[src/rtl/fetch_unit_pkg.sv]
// Shared definitions for the instruction fetch stage: state encoding, halt word,
// default geometry and the in-flight slot record.
package fetch_unit_pkg;

  typedef enum logic [1:0] {
    ST_RUN    = 2'd0,
    ST_HALTED = 2'd1,
    ST_FAULT  = 2'd2
  } fetch_state_e;

  localparam logic [31:0] HALT_WORD         = 32'h0000_0000;
  localparam int unsigned DEFAULT_MEM_DEPTH = 32'd128;
  localparam logic [31:0] DEFAULT_RESET_PC  = 32'h0000_0000;

  typedef struct packed {
    logic        valid;
    logic [31:0] pc;
    logic        oob;
  } slot_t;

  // Out-of-range check on a word address; wrapped addresses are still compared in full.
  function automatic logic addr_oob(input logic [31:0] addr, input logic [31:0] depth);
    return (addr >= depth);
  endfunction

endpackage

[src/rtl/fetch_hold_buf.sv]
// Single-entry hold slot that parks the presented word while decode stalls.
// Clear wins over capture, capture wins over drop.
module fetch_hold_buf (
  input  logic        clk,
  input  logic        rst_n,
  input  logic        clear,
  input  logic        capture,
  input  logic        drop,
  input  logic [31:0] cap_inst,
  input  logic [31:0] cap_pc,
  input  logic        cap_oob,
  output logic        hold_valid,
  output logic [31:0] hold_inst,
  output logic [31:0] hold_pc,
  output logic        hold_oob
);

  logic        valid_d, valid_q;
  logic [31:0] inst_d, inst_q;
  logic [31:0] pc_d, pc_q;
  logic        oob_d, oob_q;

  // Next-entry selection.
  always_comb begin
    valid_d = valid_q;
    inst_d  = inst_q;
    pc_d    = pc_q;
    oob_d   = oob_q;
    if (clear) begin
      valid_d = 1'b0;
    end else if (capture) begin
      valid_d = 1'b1;
      inst_d  = cap_inst;
      pc_d    = cap_pc;
      oob_d   = cap_oob;
    end else if (drop) begin
      valid_d = 1'b0;
    end else begin
      valid_d = valid_q;
    end
  end

  // Slot storage.
  always_ff @(posedge clk or negedge rst_n) begin
    if (!rst_n) begin
      valid_q <= 1'b0;
      inst_q  <= 32'h0000_0000;
      pc_q    <= 32'h0000_0000;
      oob_q   <= 1'b0;
    end else begin
      valid_q <= valid_d;
      inst_q  <= inst_d;
      pc_q    <= pc_d;
      oob_q   <= oob_d;
    end
  end

  assign hold_valid = valid_q;
  assign hold_inst  = inst_q;
  assign hold_pc    = pc_q;
  assign hold_oob   = oob_q;

endmodule

[src/rtl/fetch_unit.sv]
// Instruction fetch stage: owns the PC, pairs memory words with their address,
// absorbs decode stalls, redirects on taken branches and stops on halt or fault.
module fetch_unit
  import fetch_unit_pkg::*;
#(
  parameter int unsigned MEM_DEPTH    = DEFAULT_MEM_DEPTH,
  parameter logic [31:0] RESET_PC     = DEFAULT_RESET_PC,
  parameter bit          HALT_ON_ZERO = 1'b1
) (
  input  logic        clk,
  input  logic        rst_n,
  input  logic [31:0] mem_inst,
  input  logic        stall,
  input  logic        branch_taken,
  input  logic [31:0] branch_target,
  output logic [31:0] pc,
  output logic [31:0] inst,
  output logic [31:0] inst_pc,
  output logic        inst_valid,
  output logic        halted,
  output logic        fault
);

  localparam logic [31:0] DEPTH_W = 32'(MEM_DEPTH);

  fetch_state_e state_d, state_q;
  logic [31:0]  pc_d, pc_q;
  slot_t        mem_d, mem_q;

  logic        hold_valid, hold_oob;
  logic [31:0] hold_inst, hold_pc;

  logic        run, pres_valid, pres_oob, pres_ok;
  logic [31:0] pres_inst, pres_pc;
  logic        accept, halt_now, fault_now, redirect, capture, advance, hold_drop;

  // Presented entry and the per-cycle control decisions derived from it.
  always_comb begin
    run        = (state_q == ST_RUN);
    pres_valid = hold_valid | mem_q.valid;
    pres_inst  = hold_valid ? hold_inst : mem_inst;
    pres_pc    = hold_valid ? hold_pc   : mem_q.pc;
    pres_oob   = hold_valid ? hold_oob  : mem_q.oob;
    // An out-of-range entry is never handed to decode, stalled or not.
    pres_ok    = run & pres_valid & ~pres_oob;
    accept     = pres_ok & ~stall;
    halt_now   = accept & HALT_ON_ZERO & (pres_inst == HALT_WORD);
    fault_now  = run & pres_valid & pres_oob & ~stall;
    redirect   = accept & branch_taken & ~halt_now;
    capture    = run & stall & ~hold_valid & mem_q.valid;
    advance    = run & (~hold_valid | accept);
    hold_drop  = accept & hold_valid;
  end

  // Next-state logic for the run/halt/fault machine.
  always_comb begin
    state_d = state_q;
    case (state_q)
      ST_RUN: begin
        if (halt_now) begin
          state_d = ST_HALTED;
        end else if (fault_now) begin
          state_d = ST_FAULT;
        end else begin
          state_d = ST_RUN;
        end
      end
      ST_HALTED: state_d = ST_HALTED;
      ST_FAULT:  state_d = ST_FAULT;
      default:   state_d = ST_FAULT;
    endcase
  end

  // PC and in-flight slot update.
  always_comb begin
    pc_d  = pc_q;
    mem_d = mem_q;
    if (redirect) begin
      pc_d        = branch_target;
      mem_d.valid = 1'b0;
    end else if (capture) begin
      // Refetch the same PC so the memory keeps returning the word held in flight.
      mem_d.valid = 1'b1;
      mem_d.pc    = pc_q;
      mem_d.oob   = addr_oob(pc_q, DEPTH_W);
    end else if (advance) begin
      mem_d.valid = 1'b1;
      mem_d.pc    = pc_q;
      mem_d.oob   = addr_oob(pc_q, DEPTH_W);
      pc_d        = pc_q + 32'd1;
    end else begin
      pc_d = pc_q;
    end
  end

  // State, PC and in-flight slot registers.
  always_ff @(posedge clk or negedge rst_n) begin
    if (!rst_n) begin
      state_q     <= ST_RUN;
      pc_q        <= RESET_PC;
      mem_q.valid <= 1'b0;
      mem_q.pc    <= 32'h0000_0000;
      mem_q.oob   <= 1'b0;
    end else begin
      state_q <= state_d;
      pc_q    <= pc_d;
      mem_q   <= mem_d;
    end
  end

  fetch_hold_buf u_hold (
    .clk        (clk),
    .rst_n      (rst_n),
    .clear      (redirect),
    .capture    (capture),
    .drop       (hold_drop),
    .cap_inst   (mem_inst),
    .cap_pc     (mem_q.pc),
    .cap_oob    (mem_q.oob),
    .hold_valid (hold_valid),
    .hold_inst  (hold_inst),
    .hold_pc    (hold_pc),
    .hold_oob   (hold_oob)
  );

  assign pc         = pc_q;
  assign inst_valid = pres_ok;
  assign inst       = pres_ok ? pres_inst : 32'h0000_0000;
  assign inst_pc    = pres_pc;
  assign halted     = (state_q == ST_HALTED);
  assign fault      = (state_q == ST_FAULT);

endmodule
[config.mk]
export PLATFORM = sky130hd
export DESIGN_NAME = fetch_unit
export DESIGN_NICKNAME = d
export VERILOG_FILES = /design/src/rtl/fetch_unit_pkg.sv /design/src/rtl/fetch_hold_buf.sv /design/src/rtl/fetch_unit.sv
export SDC_FILE = /design/constraint.sdc
export NUM_CORES = 1
export LEC_CHECK = 0
export CAP_MARGIN = 20
export CORE_ASPECT_RATIO = 1.1
export CORE_MARGIN = 4
export CORE_UTILIZATION = 55
export CTS_CLUSTER_SIZE = 25
export DETAILED_ROUTE_END_ITERATION = 16
export PLACE_DENSITY = 0.91
export SLEW_MARGIN = 20
export SYNTH_ARGS = -nofsm -noshare
export SYNTH_HDL_FRONTEND = slang
export SYNTH_HIERARCHICAL = 1
export SYNTH_SLANG_ARGS = --single-unit
[constraint.sdc]
create_clock -name clk -period 6.1 [get_ports clk]
set_input_delay 0.61 -clock clk [delete_from_list [all_inputs] [get_ports clk]]
set_output_delay 0.61 -clock clk [all_outputs]
set_load 0.05 [all_outputs]
==> metrics.cfg, run 1 <==
[synth]
syn-instance-count=606
async_reset_ff_frac=1.00
synth_nets=676
syn_area_um2=7230
avgSynthCellArea_um2=11.9
ys_types=55
ys_seq_area_frac=0.464
ys_ff_latch=134
ys.flop_type=dfrtp_1
synth.most_common_cell=dfrtp_1
synth_top_area_frac=0.464
synth_common_cells=134 x dfrtp_1, 80 x mux2_2, 50 x mux2_4
synth_warnings=6
synth_edf_count=0
synthTopCellsByArea=dfrtp_1 46%, mux2_2 12%, mux2_4 10%
yosysTopAreaCell=dfrtp_1

[final_layout]
fin_cells=929
syn_to_final_growth_pct=31.0
fin_nets=830
seqCellArea_um2=3360
drive_above_1_share=0.227
insertedDiodeCount=0
fillers=807
multi_input_area_um2=3630

[grt]
grt_pass1_wl_um=31800
grt_max_degree=85
track_usage=0.262
grt_pass1_vias=6147
grt_overflow_total=0
antenna_found_initial=0

[timing]
period_share=0.668
fmax_mhz=245
rsz0062_at_grt=no
final_hold_viol_count=0
max_slew_margin=0.241
setup_viol=0
setup_ws_ps=2020
tightest_slew_ps=1140
tns_ps=0
maxSlewViolCount=0
fin_crit_ps=4080
finClkSkew_ps=8.83

[setup_path]
critical_path_class=reg2reg
crit_path_max_incr_delay_ps=1180
cpMaxStageDelayCell=dfrtp_4
path_buf_inv=1
crit_path_start_kind=flop
crit_family=simple AND/OR/NAND/NOR gates
endpoint_kind=flop
arrival_ps=4370
crit_path_max_fanout=84
cp_data_required_time_ps=6390
crit_chain=or4b_2 -> o22ai_1 -> a31oi_4 -> buf_4 -> nor2_4 -> mux2_2

[routing]
drc_errors=0
ant_nets=0
drt_pass1_iterations=7
drtIter0Drc=526
via_per_inst=6.29
wl_um=19400
dr_total_vias=5839
wire_per_inst_um=20.9

[die]
die_h_um=128
core-area_um2=12800
initial_core_util=0.567
row_count=43
pin_count=167
die_area_um2=15100
fp.dieW_um=117

[cts]
cts.htree.levels=4
path_clk_slew_ps=50
cts.sinks=134
clk_latency_ps=410
cts_root_buf=clkbuf_16
cts_buffer_depth=2
postCtsSetupBuffers=0
cts_hold_buf=0
tritoncts=yes
cts_made_buffers=17
cts-resized-gates=0

[placement]
dp_hpwl_um=12800
dp_slack_ps=2030
port_buffers=166
place.gp.congestion=0.851
dpl.cell_count=898

[status]
status=completed

[run]
maxCapViolCount=0

[pwr]
peakVddDrop_v=0.000165
powerDensity_nw_per_um2=298
p_leak_nw=3.93
p_total_mw=2.83

[min_path]
hold_path_class=in2async

kinds of logic (layout without fill, tap and decap cells):
kind of cell	after synthesis	in the layout	synth area share
AND/OR/NAND/NOR	184	184	0.143
AO/OA/AOI/OAI	74	74	0.0708
buffers and inverters	44	210	0.0389
multiplexers	164	164	0.275
flip-flops	134	134	0.464
adder cells (fa/ha/maj)	2	2	0.00346
XOR/XNOR	4	4	0.00484
layout by cell type, fill, tap and decap left out, types with 6 or more instances in the layout:
cell	count
buf_4	6
mux2i_1	34
nand2_1	28
o21ai_0	22
nor2_1	42
and3_1	9
a21oi_1	12
or4_1	14
clkdlybuf4s50_1	165
a221o_1	17
clkbuf_16	17
nor4b_1	9
mux2_4	50
nor4_1	20
nand4_1	11
nor3_1	7
mux2_2	80
a22oi_1	6
dfrtp_1	133
clkbuf_1	6
inv_1	7
nand3_1	12
registers in the layout (all words and copies together) (netlist names):
name	cells
mem_q	34
pc	32
u_hold/hold_inst	32
u_hold/hold_pc	32
state_q	2
u_hold/hold_oob	1
u_hold/hold_valid	1
metal layers:
metal	vias to the layer above	wire (um)	track usage
li1	2574	-	-
met1	2917	7900	0.328
met2	303	9540	0.437
met3	45	1490	0.0706
met4	0	505	0.101
met5	-	0	0
final cells by class:
cell class / count / share of cell area
flip-flops and latches: 134 / 0.354
clock buffers: 28 / 0.0546
repair buffers: 172 / 0.180
multi-input cells: 428 / 0.383
inverters: 7 / 0.00277
well taps: 157 / 0.0207
clock inverters: 3 / 0.00423
per-stage QoR:
stage	utilization	area (um2)	hold WS [ps]
final	0.743	9470	207
after global routing	0.743	9470	249
after CTS	0.743	9470	213
after detailed placement	0.699	8920	491
after global placement	0.699	8920	484
after floorplan	-	7230	314
worst paths after layout:
check,depth (start not counted),slack (ps),from,endpoint
max in group asynchronous,2,4590,rst_n,mem_q[6]$_DFFE_PN0P_
worst max register to register,6,2020,u_hold/hold_valid$_DFFE_PN0P_,mem_q[21]$_DFFE_PN0P_
worst min register to register,1,510,u_hold/hold_pc[20]$_DFFE_PN0P_,u_hold/hold_pc[20]$_DFFE_PN0P_
min in group clk,1,510,u_hold/hold_pc[20]$_DFFE_PN0P_,u_hold/hold_pc[20]$_DFFE_PN0P_
worst min-delay path,1,210,rst_n,u_hold/hold_inst[4]$_DFFE_PN0P_
worst max-delay path,6,2020,u_hold/hold_valid$_DFFE_PN0P_,mem_q[21]$_DFFE_PN0P_
power breakdown:
part / internal (mW) / switching [mW]
logic: 0.341 / 0.364
registers: 1.00 / 0.156
clock network: 0.611 / 0.349
(Power assumes the default switching activity.)
==> run 2, diff against run 1 <==
CORE_UTILIZATION = 51   (was 55)
PLACE_DENSITY = 0.85   (was 0.91)
clock period = 4 ns   (was 6.1 ns; I/O delays follow)
==> metrics.cfg, run 2 (synthesized netlist as in run 1, its figures left out) <==
[status]
status=completed

[grt]
grt_overflow_total=0  ; unchanged
track_usage=0.243  ; -0.0187
grt_max_degree=109  ; +28%
grt_pass1_wl_um=31600  ; -0.63%
grt_pass1_vias=6058  ; -1.4%
antenna_found_initial=0  ; unchanged

[routing]
dr_wl_met3_um=1480  ; -0.40%
met2_length_um=9290  ; -2.6%
highest_layer=met4
ant_nets=0  ; unchanged
drc_errors=0  ; unchanged
dr_total_vias=5789  ; -0.86%
wire_per_inst_um=20.1  ; -4.0%
via_per_inst=5.99  ; -4.7%
drt_pass1_iterations=5  ; -2
drtIter0Drc=508  ; -3.4%
wl_um=19400  ; -0.20%
met1_length_um=8080  ; +2.3%

[pwr]
powerDensity_nw_per_um2=456  ; +53%
p_clk_frac=0.355  ; +0.015
p_seq_frac=0.393  ; -0.018
peakVddDrop_v=0.000297  ; +80%
comb_power_share=0.252  ; +0.003
internal-power_mw=2.98  ; +53%
p_total_mw=4.39  ; +55%
p_sw_mw=1.40  ; +61%
switching_share=0.320  ; +0.0120
p_leak_nw=3.97  ; +1.0%

[setup_path]
cp_data_required_time_ps=4290  ; -2100 ps
r2r-end=pc[6]$_DFFE_PN0P_
rrSetupSlack_ps=590  ; -1430 ps
critical_path_class=reg2reg
ff2ff_path_depth=8  ; +2
crit_path_max_fanout=82  ; -2.4%
crit_path_start_kind=flop
arrival_ps=3700  ; -670 ps
endpoint_kind=flop
r2r-start=u_hold/hold_valid$_DFFE_PN0P_

[timing]
final_hold_viol_count=0  ; unchanged
rsz0062_at_grt=no
tns_ps=0  ; unchanged
max_slew_margin=0.486  ; +0.245
period_share=0.852  ; +0.183
tightest_slew_ps=772  ; -367 ps
hold_slack_ps=428  ; +221 ps
fin_crit_ps=3410  ; -670 ps
finClkSkew_ps=9.58  ; +0.743 ps
fmax_mhz=294  ; +20%
maxSlewViolCount=0  ; unchanged
setup_viol=0  ; unchanged

[die]
die_h_um=133  ; +3.6%
fp.dieW_um=122  ; +3.6%
core-area_um2=13900  ; +8.6%
row_count=45  ; +4.7%
pin_count=167  ; unchanged
initial_core_util=0.522  ; -0.0450
die_area_um2=16200  ; +7.3%

[final_layout]
design_area_um2=9610  ; +1.5%
fin_nets=835  ; +0.60%
regMostFlops=mem_q
largest_reg_flops=34  ; unchanged
syn_to_final_growth_pct=32.9
insertedDiodeCount=0  ; unchanged
fin_cells=966  ; +4.0%
drive_above_1_share=0.239  ; +0.0124
final_common_cell=clkdlybuf4s50_1
final_cell_mix=165 x clkdlybuf4s50_1, 133 x dfrtp_1, 80 x mux2_2

[placement]
port_buffers=166  ; unchanged
place.gp.congestion=0.812  ; -4.6%
dpl_cell_area_um2=8980  ; +0.69%
dpl.cell_count=932  ; +3.8%
dp_hpwl_um=12700  ; -0.45%

[cts]
tritoncts=yes
path_clk_slew_ps=60  ; about the same
cts_buffer_depth=2  ; unchanged
cts.sinks=134  ; unchanged
postCtsSetupBuffers=0  ; unchanged
cts_made_buffers=17  ; unchanged
clk_latency_ps=410  ; about the same
cts.htree.levels=4  ; unchanged
cts_root_buf=clkbuf_16

[min_path]
hold_path_class=in2async

[run]
maxCapViolCount=0  ; unchanged

-- run 2: cell types whose count changed in the layout (fill, tap and decap cells not counted), moves of 2 or more --
| cell | delta |
|---|---|
| clkbuf_1 | -6 |
| clkbuf_8 | -5 |
| clkinv_4 | +5 |
| inv_6 | +5 |
| buf_4 | +3 |
| clkinvlp_4 | +3 |
| clkinv_2 | -2 |
-- run 2: what timing repair did --
action                                 4_1_cts  5_1_grt
endpoints found under the hold margin        0       24
hold buffers                                 0        1
resized for setup                            0        0
-- run 2: per-layer routing --
metal  track usage  vias to the layer above
met5             0                        -
met4        0.0909                        0
met3        0.0560                       56
met2         0.386                      301
met1         0.325                     2844
li1              -                     2588
-- run 2: worst max path at each step --
| stage | start | endpoint | depth (start not counted) |
|---|---|---|---|
| final | u_hold/hold_valid$_DFFE_PN0P_ | pc[6]$_DFFE_PN0P_ | 8 |
| after CTS | u_hold/hold_valid$_DFFE_PN0P_ | inst[12] | 4 |
| after detailed placement | u_hold/hold_valid$_DFFE_PN0P_ | pc[6]$_DFFE_PN0P_ | 8 |
| after global routing | u_hold/hold_valid$_DFFE_PN0P_ | pc[6]$_DFFE_PN0P_ | 8 |
| after global placement | u_hold/hold_valid$_DFFE_PN0P_ | pc[19]$_DFFE_PN0P_ | 8 |
| after floorplan | state_q[0]$_DFF_PN0_ | u_hold/hold_inst[0]$_DFFE_PN0P_ | 11 |
-- run 2: worst max-delay path: stages, from the launching register on --
cell and delay [ps]:
dfrtp_4 780, buf_4 570, nor4_1 140, nand4_1 120, nand2_1 110, a31oi_4 270, buf_4 670, o21ai_0 230
a221o_1 330
-- run 2: final cells by class --
cell class / instances / area, um2
clock buffers: 17 / 425
clock inverters: 15 / 170
flip-flops and latches: 134 / 3360
well taps: 188 / 235
inverters: 7 / 26.3
fillers: 988 / 4240
multi-input cells: 428 / 3630
repair buffers: 177 / 1770
-- run 2: power groups by stage --
stage | clock, mW | combinational [mW] | sequential [mW]
6_report | 1.55 | 1.11 | 1.72
5_1_grt | 1.64 | 1.16 | 1.76
4_1_cts | 1.58 | 1.11 | 1.73
3_5_place_dp | 0 | 1.10 | 1.75
3_3_place_gp | 0 | 1.08 | 1.73
2_1_floorplan | 0 | 0.699 | 1.74
-- run 2: per-stage QoR --
step                 util  setup slack [ps]
floorplan               -              1330
CTS                 0.691               594
detailed placement  0.648               625
finish              0.694               593
global placement    0.648               799
global route        0.694               356
==> run 3, diff against run 2 <==
RECOVER_POWER = 50   (was not set)
SETUP_SLACK_MARGIN = 0.05   (was not set)
==> metrics.cfg, run 3 (synthesized netlist as in run 1, its figures left out) <==
[timing]
final_hold_viol_count=0  ; unchanged
tns_ps=0  ; unchanged
max_slew_margin=-0.0660  ; -0.552
rsz0062_at_grt=no
setup_viol=0  ; unchanged
period_share=0.852  ; about the same
fmax_mhz=294  ; about the same
fin_crit_ps=3410  ; -0.0900 ps
tightest_slew_ps=1600  ; +827 ps
maxSlewViolCount=26  ; +26
finClkSkew_ps=10.7  ; +1.10 ps

[die]
core-area_um2=13900  ; unchanged
die_area_um2=16200  ; unchanged
fp.dieW_um=122  ; unchanged
die_h_um=133  ; unchanged
pin_count=167  ; unchanged
initial_core_util=0.522  ; unchanged
row_count=45  ; unchanged

[setup_path]
crit_path_max_fanout=82  ; unchanged
crit_chain=buf_4 -> nor4_1 -> nand4_1 -> nand2_1 -> a31oi_4 -> buf_4 -> o21ai_0 -> a221o_1
endpoint_kind=flop
arrival_ps=3700  ; about the same
cp_data_required_time_ps=4290  ; about the same
cpMaxStageDelayCell=dfrtp_4
cp_common_cell=buf_4
path_buf_inv=2  ; unchanged
crit_path_max_incr_delay_ps=780  ; about the same
critical_path_class=reg2reg
crit_family=buffers and inverters
crit_path_start_kind=flop

[final_layout]
final_cell_mix=133 x dfrtp_1, 118 x clkdlybuf4s50_1, 80 x mux2_2
insertedDiodeCount=0  ; unchanged
syn_to_final_growth_pct=32.7
largest_reg_flops=34  ; unchanged
fin_nets=835  ; unchanged
regMostFlops=mem_q
final_common_cell=dfrtp_1
drive_above_1_share=0.237  ; -0.00257
final_util=0.693  ; -0.000813

[run]
maxCapViolCount=1  ; +1

[cts]
cts_made_buffers=17  ; unchanged
cts_buffer_depth=2  ; unchanged
clk_latency_ps=410  ; about the same
path_clk_slew_ps=60  ; about the same
cts.sinks=134  ; unchanged
cts.htree.levels=4  ; unchanged
cts-resized-gates=0  ; unchanged
cts_root_buf=clkbuf_16
tritoncts=yes

[routing]
drtIter0Drc=512  ; +0.79%
ant_nets=0  ; unchanged
wire_per_inst_um=20.1  ; -0.13%
wl_um=19400  ; -0.13%
dr_total_vias=5745  ; -0.76%
drt_pass1_iterations=5  ; unchanged
via_per_inst=5.95  ; -0.76%
drc_errors=0  ; unchanged

[status]
status=finished, violations left
violations=capacitance limit, slew limit

[min_path]
hold_path_class=reg2reg

[pwr]
p_leak_nw=3.98  ; +0.25%
peakVddDrop_v=0.000298  ; +0.40%
powerDensity_nw_per_um2=455  ; -0.36%

[grt]
antenna_found_initial=0  ; unchanged
grt_max_degree=109  ; unchanged
grt_pass1_vias=6058  ; unchanged
grt_pass1_wl_um=31600  ; unchanged
grt_overflow_total=0  ; unchanged
track_usage=0.243  ; unchanged

[placement]
port_buffers=166  ; unchanged
place.gp.congestion=0.812  ; unchanged
dp_hpwl_um=12700  ; unchanged

-- run 3: area by class of cell --
cell class | instances | area (um2)
fill | 990 | 4250
multi-input combinational | 428 | 3630
sequential | 134 | 3360
timing repair buffer | 177 | 1760
clock buffer | 17 | 425
tap | 188 | 235
clock inverter | 15 | 170
inverter | 7 | 26.3
-- run 3: worst paths after layout --
path | startpoint | to | slack, ps | cells after the start
max | u_hold/hold_valid$_DFFE_PN0P_ | pc[6]$_DFFE_PN0P_ | 590 | 8
min | u_hold/hold_pc[7]$_DFFE_PN0P_ | u_hold/hold_pc[7]$_DFFE_PN0P_ | 500 | 1
max reg2reg | u_hold/hold_valid$_DFFE_PN0P_ | pc[6]$_DFFE_PN0P_ | 590 | 8
min reg2reg | u_hold/hold_pc[7]$_DFFE_PN0P_ | u_hold/hold_pc[7]$_DFFE_PN0P_ | 500 | 1
max in group asynchronous | rst_n | mem_q[26]$_DFFE_PN0P_ | 1030 | 3
min in group asynchronous | rst_n | u_hold/hold_inst[17]$_DFFE_PN0P_ | 940 | 2
-- run 3: routing by layer --
metal / vias up / wire length, um / global-route usage
met1: 2845 / 8170 / 0.325
met5: - / 0 / 0
li1: 2590 / - / -
met4: 0 / 403 / 0.0909
met2: 270 / 9380 / 0.386
met3: 40 / 1420 / 0.0560
-- run 3: where the power goes --
group / internal, mW / switching, mW
registers: 1.53 / 0.192
clock network: 0.932 / 0.624
logic: 0.503 / 0.584
total: 2.97 / 1.40
-- run 3: through the flow --
| stage | hold WS, ps | total power [mW] | area (um2) | instances | setup slack, ps |
|---|---|---|---|---|---|
| CTS | 170 | 4.41 | 9570 | 964 | 594 |
| finish | 503 | 4.37 | 9600 | 966 | 593 |
| floorplan | 104 | 2.44 | 7230 | 606 | 1330 |
| global route | 517 | 4.54 | 9600 | 966 | 356 |
| detailed placement | 493 | 2.85 | 8980 | 932 | 625 |
| global placement | 485 | 2.81 | 8980 | 932 | 799 |
-- run 3: what timing repair did --
item | CTS | global route
endpoints found under the setup margin | 0 | 0
hold buffers | 0 | 1
buffers inserted | 0 | 0
endpoints found under the hold margin | 0 | 24
